File: src/rtl/line_window_3x3_if.sv
// Pixel-in / window-out stream bundle for line_window_3x3.
// LINE_WINDOW_COORD_EN adds the window-centre coordinate signals.
interface line_window_3x3_if #(
    parameter int PIX_W = 8
`ifdef LINE_WINDOW_COORD_EN
   ,parameter int ROW_W = 6,
    parameter int COL_W = 6
`endif
);
    logic [PIX_W-1:0]   PIX_IN;
    logic               PIX_VALID;
    logic               SOF;
    logic               PIX_READY;
    logic [9*PIX_W-1:0] WIN_OUT;
    logic               WIN_VALID;
    logic               WIN_READY;
    logic               FRAME_DONE;
`ifdef LINE_WINDOW_COORD_EN
    logic [ROW_W-1:0]   WIN_ROW;
    logic [COL_W-1:0]   WIN_COL;
`endif

    modport master (
        output PIX_IN, PIX_VALID, SOF, WIN_READY,
        input  PIX_READY, WIN_OUT, WIN_VALID, FRAME_DONE
`ifdef LINE_WINDOW_COORD_EN
       ,input  WIN_ROW, WIN_COL
`endif
    );

    modport slave (
        input  PIX_IN, PIX_VALID, SOF, WIN_READY,
        output PIX_READY, WIN_OUT, WIN_VALID, FRAME_DONE
`ifdef LINE_WINDOW_COORD_EN
       ,output WIN_ROW, WIN_COL
`endif
    );
endinterface

File: src/rtl/line_window_3x3.sv
// Streaming 3x3 neighbourhood generator with two-row line buffers.
// Optional LINE_WINDOW_COORD_EN: registered window-centre WIN_ROW/WIN_COL.
module line_window_3x3 #(
    parameter int IMG_W = 64,
    parameter int IMG_H = 64,
    parameter int PIX_W = 8
) (
    input  logic             CLK,
    input  logic             RESETB,
    line_window_3x3_if.slave s
);
    localparam int CW = $clog2(IMG_W);
    localparam int RW = $clog2(IMG_H);
    localparam logic [CW-1:0] C_LAST = CW'(IMG_W - 1);
    localparam logic [RW-1:0] R_LAST = RW'(IMG_H - 1);

    typedef enum logic {FILL, STREAM} state_t;

    logic [PIX_W-1:0]   r_lb0 [IMG_W];
    logic [PIX_W-1:0]   r_lb1 [IMG_W];
    logic [9*PIX_W-1:0] r_win;
    logic [9*PIX_W-1:0] r_wout;
    logic [CW-1:0]      r_col;
    logic [RW-1:0]      r_row;
    state_t             r_state;
    logic               r_wvalid;
    logic               r_fdone;
`ifdef LINE_WINDOW_COORD_EN
    logic [RW-1:0]      r_wrow;
    logic [CW-1:0]      r_wcol;
`endif

    logic               w_ready;
    logic               w_acc;
    logic [CW-1:0]      w_c;
    logic [RW-1:0]      w_r;
    logic [PIX_W-1:0]   w_top;
    logic [PIX_W-1:0]   w_mid;
    logic               w_last;
    logic               w_emit;
    logic [9*PIX_W-1:0] w_nwin;

    assign w_ready = !r_wvalid || s.WIN_READY;
    assign w_acc   = s.PIX_VALID && w_ready;

    // SOF pins the accepted pixel to (0,0) whatever the counters say
    assign w_c     = s.SOF ? '0 : r_col;
    assign w_r     = s.SOF ? '0 : r_row;
    assign w_top   = r_lb1[w_c];
    assign w_mid   = r_lb0[w_c];
    assign w_last  = (w_r == R_LAST) && (w_c == C_LAST);
    assign w_emit  = w_acc && (r_state == STREAM)
                   && (w_c >= CW'(2));

    always_comb begin
        w_nwin = '0;
        for (int i = 0; i < 3; i++) begin
            w_nwin[PIX_W*(3*i)   +: PIX_W] = r_win[PIX_W*(3*i+1) +: PIX_W];
            w_nwin[PIX_W*(3*i+1) +: PIX_W] = r_win[PIX_W*(3*i+2) +: PIX_W];
        end
        w_nwin[PIX_W*2 +: PIX_W] = w_top;
        w_nwin[PIX_W*5 +: PIX_W] = w_mid;
        w_nwin[PIX_W*8 +: PIX_W] = s.PIX_IN;
    end

    // Line buffers hold no reset; FILL overwrites them before any use
    always_ff @(posedge CLK) begin
        if (w_acc) begin
            r_lb1[w_c] <= w_mid;
            r_lb0[w_c] <= s.PIX_IN;
        end
    end

    always_ff @(posedge CLK or negedge RESETB) begin
        if (!RESETB) begin
            r_win   <= '0;
            r_col   <= '0;
            r_row   <= '0;
            r_state <= FILL;
        end else if (w_acc) begin
            r_win <= w_nwin;
            if (w_c == C_LAST) begin
                r_col <= '0;
                r_row <= (w_r == R_LAST) ? '0 : w_r + RW'(1);
            end else begin
                r_col <= w_c + CW'(1);
                r_row <= w_r;
            end
            unique case (r_state)
                FILL: begin
                    if (w_r == RW'(1) && w_c == C_LAST)
                        r_state <= STREAM;
                end
                STREAM: begin
                    if (s.SOF || w_last)
                        r_state <= FILL;
                end
                default: r_state <= FILL;
            endcase
        end
    end

    always_ff @(posedge CLK or negedge RESETB) begin
        if (!RESETB) begin
            r_wvalid <= 1'b0;
            r_fdone  <= 1'b0;
            r_wout   <= '0;
`ifdef LINE_WINDOW_COORD_EN
            r_wrow   <= '0;
            r_wcol   <= '0;
`endif
        end else if (w_emit) begin
            r_wvalid <= 1'b1;
            r_fdone  <= w_last;
            r_wout   <= w_nwin;
`ifdef LINE_WINDOW_COORD_EN
            r_wrow   <= w_r - RW'(1);
            r_wcol   <= w_c - CW'(1);
`endif
        end else if (s.WIN_READY) begin
            r_wvalid <= 1'b0;
            r_fdone  <= 1'b0;
        end
    end

    assign s.PIX_READY  = w_ready;
    assign s.WIN_OUT    = r_wout;
    assign s.WIN_VALID  = r_wvalid;
    assign s.FRAME_DONE = r_fdone;
`ifdef LINE_WINDOW_COORD_EN
    assign s.WIN_ROW    = r_wrow;
    assign s.WIN_COL    = r_wcol;
`endif
endmodule

File: src/flat_wrapper.sv
// flat-port wrapper written by rule: the top's interface ports become plain ports
module line_window_3x3_flat 
#(
    parameter int IMG_W = 64,
    parameter int IMG_H = 64,
    parameter int PIX_W = 8
)
  (CLK, RESETB, s_PIX_IN, s_PIX_VALID, s_SOF, s_WIN_READY, s_PIX_READY, s_WIN_OUT, s_WIN_VALID, s_FRAME_DONE);
  line_window_3x3_if #(.PIX_W(PIX_W)) s_i ();
  input  logic CLK;
  input  logic RESETB;
  input wire logic [$bits(s_i.PIX_IN)-1:0] s_PIX_IN;
  input wire logic [$bits(s_i.PIX_VALID)-1:0] s_PIX_VALID;
  input wire logic [$bits(s_i.SOF)-1:0] s_SOF;
  input wire logic [$bits(s_i.WIN_READY)-1:0] s_WIN_READY;
  output wire logic [$bits(s_i.PIX_READY)-1:0] s_PIX_READY;
  output wire logic [$bits(s_i.WIN_OUT)-1:0] s_WIN_OUT;
  output wire logic [$bits(s_i.WIN_VALID)-1:0] s_WIN_VALID;
  output wire logic [$bits(s_i.FRAME_DONE)-1:0] s_FRAME_DONE;
  assign s_i.PIX_IN = s_PIX_IN;
  assign s_i.PIX_VALID = s_PIX_VALID;
  assign s_i.SOF = s_SOF;
  assign s_i.WIN_READY = s_WIN_READY;
  assign s_PIX_READY = s_i.PIX_READY;
  assign s_WIN_OUT = s_i.WIN_OUT;
  assign s_WIN_VALID = s_i.WIN_VALID;
  assign s_FRAME_DONE = s_i.FRAME_DONE;
  line_window_3x3 #(.IMG_W(IMG_W), .IMG_H(IMG_H), .PIX_W(PIX_W)) u_core (.CLK(CLK), .RESETB(RESETB), .s(s_i));
endmodule
File: config.mk
export PLATFORM = sky130hd
export DESIGN_NAME = line_window_3x3_flat
export DESIGN_NICKNAME = d
export VERILOG_FILES = /design/src/rtl/line_window_3x3_if.sv /design/src/rtl/line_window_3x3.sv /design/src/flat_wrapper.sv
export SDC_FILE = /design/constraint.sdc
export NUM_CORES = 1
export LEC_CHECK = 0
export CAP_MARGIN = 15
export CORE_ASPECT_RATIO = 0.9
export CORE_MARGIN = 1.5
export CORE_UTILIZATION = 40
export DETAILED_ROUTE_END_ITERATION = 10
export GPL_ROUTABILITY_DRIVEN = 0
export PLACE_DENSITY_LB_ADDON = 0.12
export SYNTH_ARGS = -nofsm -noshare
export SYNTH_HDL_FRONTEND = slang
export SYNTH_SLANG_ARGS = --single-unit
File: constraint.sdc
create_clock -name CLK -period 8.1 [get_ports CLK]
set_input_delay 1.62 -clock CLK [delete_from_list [all_inputs] [get_ports CLK]]
set_output_delay 1.62 -clock CLK [all_outputs]
set_load 0.01 [all_outputs]
After elaboration in Yosys (flattened, before gate mapping). Memories as Yosys holds them, arrays and structs flattened. Index checks and enable logic that the tools add are counted.

Flip-flop bits (word level): 159. RAM bits: 1024. Input bits: 13. Word-level logic and storage cells: 38. Memories kept: 2.

Add/subtract/negate cells: 2. Order comparisons: 1. Equal/unequal tests: 3. Muxes and demuxes: 13. Bitwise gates (word level): 1. Reductions and logical operators: 9.

Memory list: u_core.r_lb0 (depth 64, width 8, rd ports 1, clocked after Yosys merged registers in 0, wr ports 1, RTL line line_window_3x3.sv:19) `logic [PIX_W-1:0] r_lb0 [IMG_W];`; u_core.r_lb1 (depth 64, width 8, rd ports 1, clocked after Yosys merged registers in 0, wr ports 1, RTL line line_window_3x3.sv:20) `logic [PIX_W-1:0] r_lb1 [IMG_W];`.

Operator list (number): $mux W6 (5); $add A6 B1 Y6 const B (2); $eq A6 B6 Y1 const B (2); $mux W1 (7); $eq A6 B1 Y1 const B (1); $ge A6 B2 Y1 const B (1); $logic_and A1 B1 Y1 (5); $logic_or A1 B1 Y1 (2); $pmux W1 S2 (1); $reduce_bool A2 Y1 (1); $logic_not A1 Y1 (1); $not A1 Y1 (1).

Logic depth before layout (Yosys ltp).
Depth in word-level cells: 6. Mapped depth: 14.

Worst setup path after synthesis. OpenSTA, ideal clock, no wires.

Path type: input port to flip-flop. Start point: in s_SOF. End point: reg u_core.r_win[47]. Setup time: 135 ps. Arrival time: 4660 ps. Setup slack: 3305 ps. Cell stages on the path: 10. Path through: buf_6 buf_6 clkbuf_1 buf_2 clkbuf_1 nor2_1 o221ai_1 o221a_2 nand4_1 mux2_2.

Word-level cells in the longest chain between the ends: 2.

Ends and longest elaborated chain: from (decl) (RTL line flat_wrapper.sv:14) `input wire logic [$bits(s_i.SOF)-1:0] s_SOF;`; $mux W6 (RTL line line_window_3x3.sv:47) `assign w_c = s.SOF ? '0 : r_col;`; $mem_v2 Z64 W8; named net u_core.w_mid[7] (RTL line line_window_3x3.sv:38) `logic [PIX_W-1:0] w_mid;`; to (signal assigned) (RTL line line_window_3x3.sv:81) `r_win <= w_nwin;`; to (decl) (RTL line line_window_3x3.sv:21) `logic [9*PIX_W-1:0] r_win;`.

The timed path passes the listed nets, and every way through them passes these cells. A chain may end at the register's enable or synchronous reset.

Worst setup path in the final report.
Start point: in s_SOF. End point: mem u_core.r_lb1[37][4] (data pin).

Word-level cells in the longest chain between the ends: 2.

Ends and longest elaborated chain (RTL line): $mux W6 (line_window_3x3.sv:47); $mem_v2 Z64 W8; named net u_core.w_mid[4] (line_window_3x3.sv:38); to (decl) (line_window_3x3.sv:20).

The timed path passes the listed nets, and every way through them passes these cells.

==> flow_metrics.env <==
export IMPL_hp_class="reg -> reg"
export IMPL_skew_ps=29.1
export IMPL_cts_setup_buffers=0
export IMPL_viasPerCell=5.87
export IMPL_synth_edff_count=1024
export IMPL_slowest_delay_ps=940
export IMPL_die_h_um=324
export IMPL_rsz0062_at_grt="false"
export IMPL_final_cells=4532
export IMPL_synthCells=2791
export IMPL_whs_ps=468
export IMPL_cts_tree="yes"
export IMPL_fillers=9670
export IMPL_io_buffers=87
export IMPL_period_share_pct=66.8
export IMPL_async_flop_share_pct=11.6
export IMPL_clock_path_buffers=3
export IMPL_cts_resized=0
export IMPL_grt_max_degree=122
export IMPL_avgSynthCellArea_um2=16.4
export IMPL_place_area_um2=48600
export IMPL_crit_family="buffers and inverters"
export IMPL_max_clock_freq_mhz=185
export IMPL_fin_crit_ps=5410
export IMPL_ys_types=67
export IMPL_drc=0
export IMPL_final_area_um2=52500
export IMPL_path_max_fanout=78
export IMPL_io_pins=88
export IMPL_firstDrtPassIters=6
export IMPL_clock_latency_ps=730
export IMPL_hold_viol_final=0
export IMPL_p_total_mw=14.0
export IMPL_drt_iter0_markers=3344
export IMPL_setup_viol=0
export IMPL_fin_tns_setup_ps=0
export IMPL_max_slew_margin_pct=14.6
export IMPL_tightest_slew_ps=1280
export IMPL_p_per_area_nw_per_um2=266
export IMPL_cts_root_buf="clkbuf_16"
export IMPL_fin_nets=2958
export IMPL_ant_nets=0
export IMPL_route_detailed_wl_per_inst_um=30.6
export IMPL_max_cap_violations=0
export IMPL_start_kind="input pin"
export IMPL_synth_flop_cell="edfxtp_1"
export IMPL_initial_core_util_pct=40.4
export IMPL_antenna_found_initial=10
export IMPL_drive_gt1_share_pct=15.9
export IMPL_cp_slowest_cell="or3b_2"
export IMPL_die_area_um2=116000
export IMPL_row_count=117
export IMPL_cp_arrival_ps=5770
export IMPL_syn_area_um2=45700
export IMPL_synth_seq_area_share_pct=74.7
export IMPL_hold_buffers=0
export IMPL_die_w_um=359
export IMPL_cp_end_kind="flop"
export IMPL_grt_pass1_vias=25600
export IMPL_cts_buffers=121
export IMPL_via_count=26600
export IMPL_outcome="complete, no violations"
export IMPL_grt_first_pass_wirelength_um=196000
export IMPL_synthToLayoutAreaGrowth_pct=15.0
export IMPL_gr_usage_all_layers_pct=23.6
export IMPL_wirelength_um=139000
export IMPL_drv_slew=0
export IMPL_htree_levels=3
export IMPL_placed_cells=4304
export IMPL_grt_ovfl_total=0
export IMPL_worst_path_most_repeated_cell="buf_4"
export IMPL_cts_sinks=1159
export IMPL_core_area_um2=113000
export IMPL_leakagePower_nw=18.8
export IMPL_synth_warning_count=0
export IMPL_ys_seq_elements=1159
export IMPL_clkTransAtPathRegs_ps=50
export IMPL_dp_hpwl_um=83000
export IMPL_crit_chain="buf_6, or3b_2, buf_4, o21ai_0, a211oi_1, o22ai_1, nor4_1, buf_4, clkinv_2, buf_4"
export IMPL_required_ps=8470
export IMPL_path_buf_inv=5
export IMPL_ff2ff_setup_slack_ps=3110
export IMPL_vdd_drop_max_uv=215
export IMPL_critical_path_class="in -> reg"
export IMPL_syn_num_nets=2806
## area by class of cell
type / instances / area, µm² / share of cell area, %
clock buffers: 164 / 3370 / 6.42
inverters: 21 / 82.6 / 0.157
clock inverters: 60 / 509 / 0.969
flip-flops and latches: 1159 / 34100 / 65.0
multi-input cells: 1423 / 10700 / 20.3
repair buffers: 217 / 1900 / 3.61
well taps: 1487 / 1860 / 3.54
diodes: 1 / 2.50 / 0.00476
## worst register-to-register path, delay by kind of cell, from the launching register on
kind | cells | cell delay (ps)
AO/OA/AOI/OAI | 3 | 1140
AND/OR/NAND/NOR | 2 | 370
flip-flops | 1 | 880
buffers and inverters | 5 | 2290
## synthesized netlist by cell type (12+ instances only)
library cell	n	share of area, %
a22o_1	61	1.2
inv_1	21	0.17
mux2i_1	275	6.0
mux2_2	110	2.7
nor2_1	92	0.76
nand3_1	14	0.15
o221ai_1	23	0.44
and3b_1	15	0.29
o2bb2ai_1	12	0.23
a222oi_1	28	0.61
clkbuf_1	87	0.71
mux4_2	16	0.79
buf_2	69	0.76
dfrtp_1	135	7.4
nand2_1	211	1.7
edfxtp_1	1024	67
o21ai_0	112	1.2
o22ai_1	112	1.5
nand2b_1	19	0.26
nand3b_1	32	0.53
o211ai_1	19	0.31
a21oi_1	49	0.54
buf_4	13	0.21
a211oi_1	67	1.1
a221oi_1	20	0.38
a22oi_1	17	0.28
## per-stage QoR
step	util (%)	setup WS, ps
floorplan	-	3310
global placement	42.9	2200
detailed placement	43.0	2130
CTS	46.4	2900
global route	46.4	2680
finish	46.4	2690
## cell usage in the layout, fill, tap and decap left out, types with 29 or more instances in the layout
| cell | count |
|---|---|
| a211oi_1 | 67 |
| a21oi_1 | 49 |
| a22o_1 | 61 |
| buf_4 | 123 |
| clkbuf_1 | 29 |
| clkbuf_16 | 125 |
| clkdlybuf4s50_1 | 77 |
| dfrtp_1 | 133 |
| edfxtp_1 | 1024 |
| mux2_2 | 110 |
| mux2i_1 | 275 |
| nand2_1 | 210 |
| nand3b_1 | 32 |
| nor2_1 | 88 |
| o21ai_0 | 112 |
| o22ai_1 | 112 |
## state kept, by name (all words and copies together), names as in the netlist
| register | flops |
|---|---|
| u_core.r_col | 6 |
| u_core.r_row | 6 |
| u_core.r_lb1 | 512 |
| u_core.s.FRAME_DONE | 1 |
| u_core.r_win | 48 |
| u_core.s.WIN_VALID | 1 |
| u_core.s.WIN_OUT | 72 |
| u_core.r_lb0 | 512 |
| u_core.r_state | 1 |
## final timing paths
path                                       end             start  cells after the start
min reg2reg                   u_core.r_win[39]  u_core.r_win[39]                      2
max reg2reg                u_core.r_lb1[13][6]   u_core.r_col[1]                     10
min                           u_core.r_win[39]  u_core.r_win[39]                      2
max                        u_core.r_lb1[37][4]             s_SOF                     10
max in group asynchronous      u_core.r_col[0]            RESETB                      2
min in group asynchronous     u_core.r_win[11]            RESETB                      1
## power breakdown
part           switching (mW)  internal (mW)  total (mW)
clock network            2.28           3.18        5.45
registers              0.0758           6.79        6.87
logic                    1.19          0.439        1.63
## routing by layer
| layer | GRT usage, % | wire [µm] | vias up | part of all wire (%) |
|---|---|---|---|---|
| met5 | 0 | 37 | - | 0.027 |
| met1 | 34.3 | 61200 | 13800 | 44 |
| met2 | 36.2 | 62500 | 1216 | 45 |
| li1 | - | - | 11400 | - |
| met3 | 4.91 | 11400 | 200 | 8.3 |
| met4 | 6.31 | 3460 | 6 | 2.5 |
## cells by family after synthesis
logic type               after synthesis  synth area share (%)
XOR/XNOR                               1                0.0192
AO/OA/AOI/OAI                        568                  8.81
multiplexers                         405                  9.64
flip-flops                          1159                  74.7
buffers and inverters                209                  2.16
adder cells (fa/ha/maj)                2                0.0547
AND/OR/NAND/NOR                      447                  4.66
(Power assumes the default switching activity.)
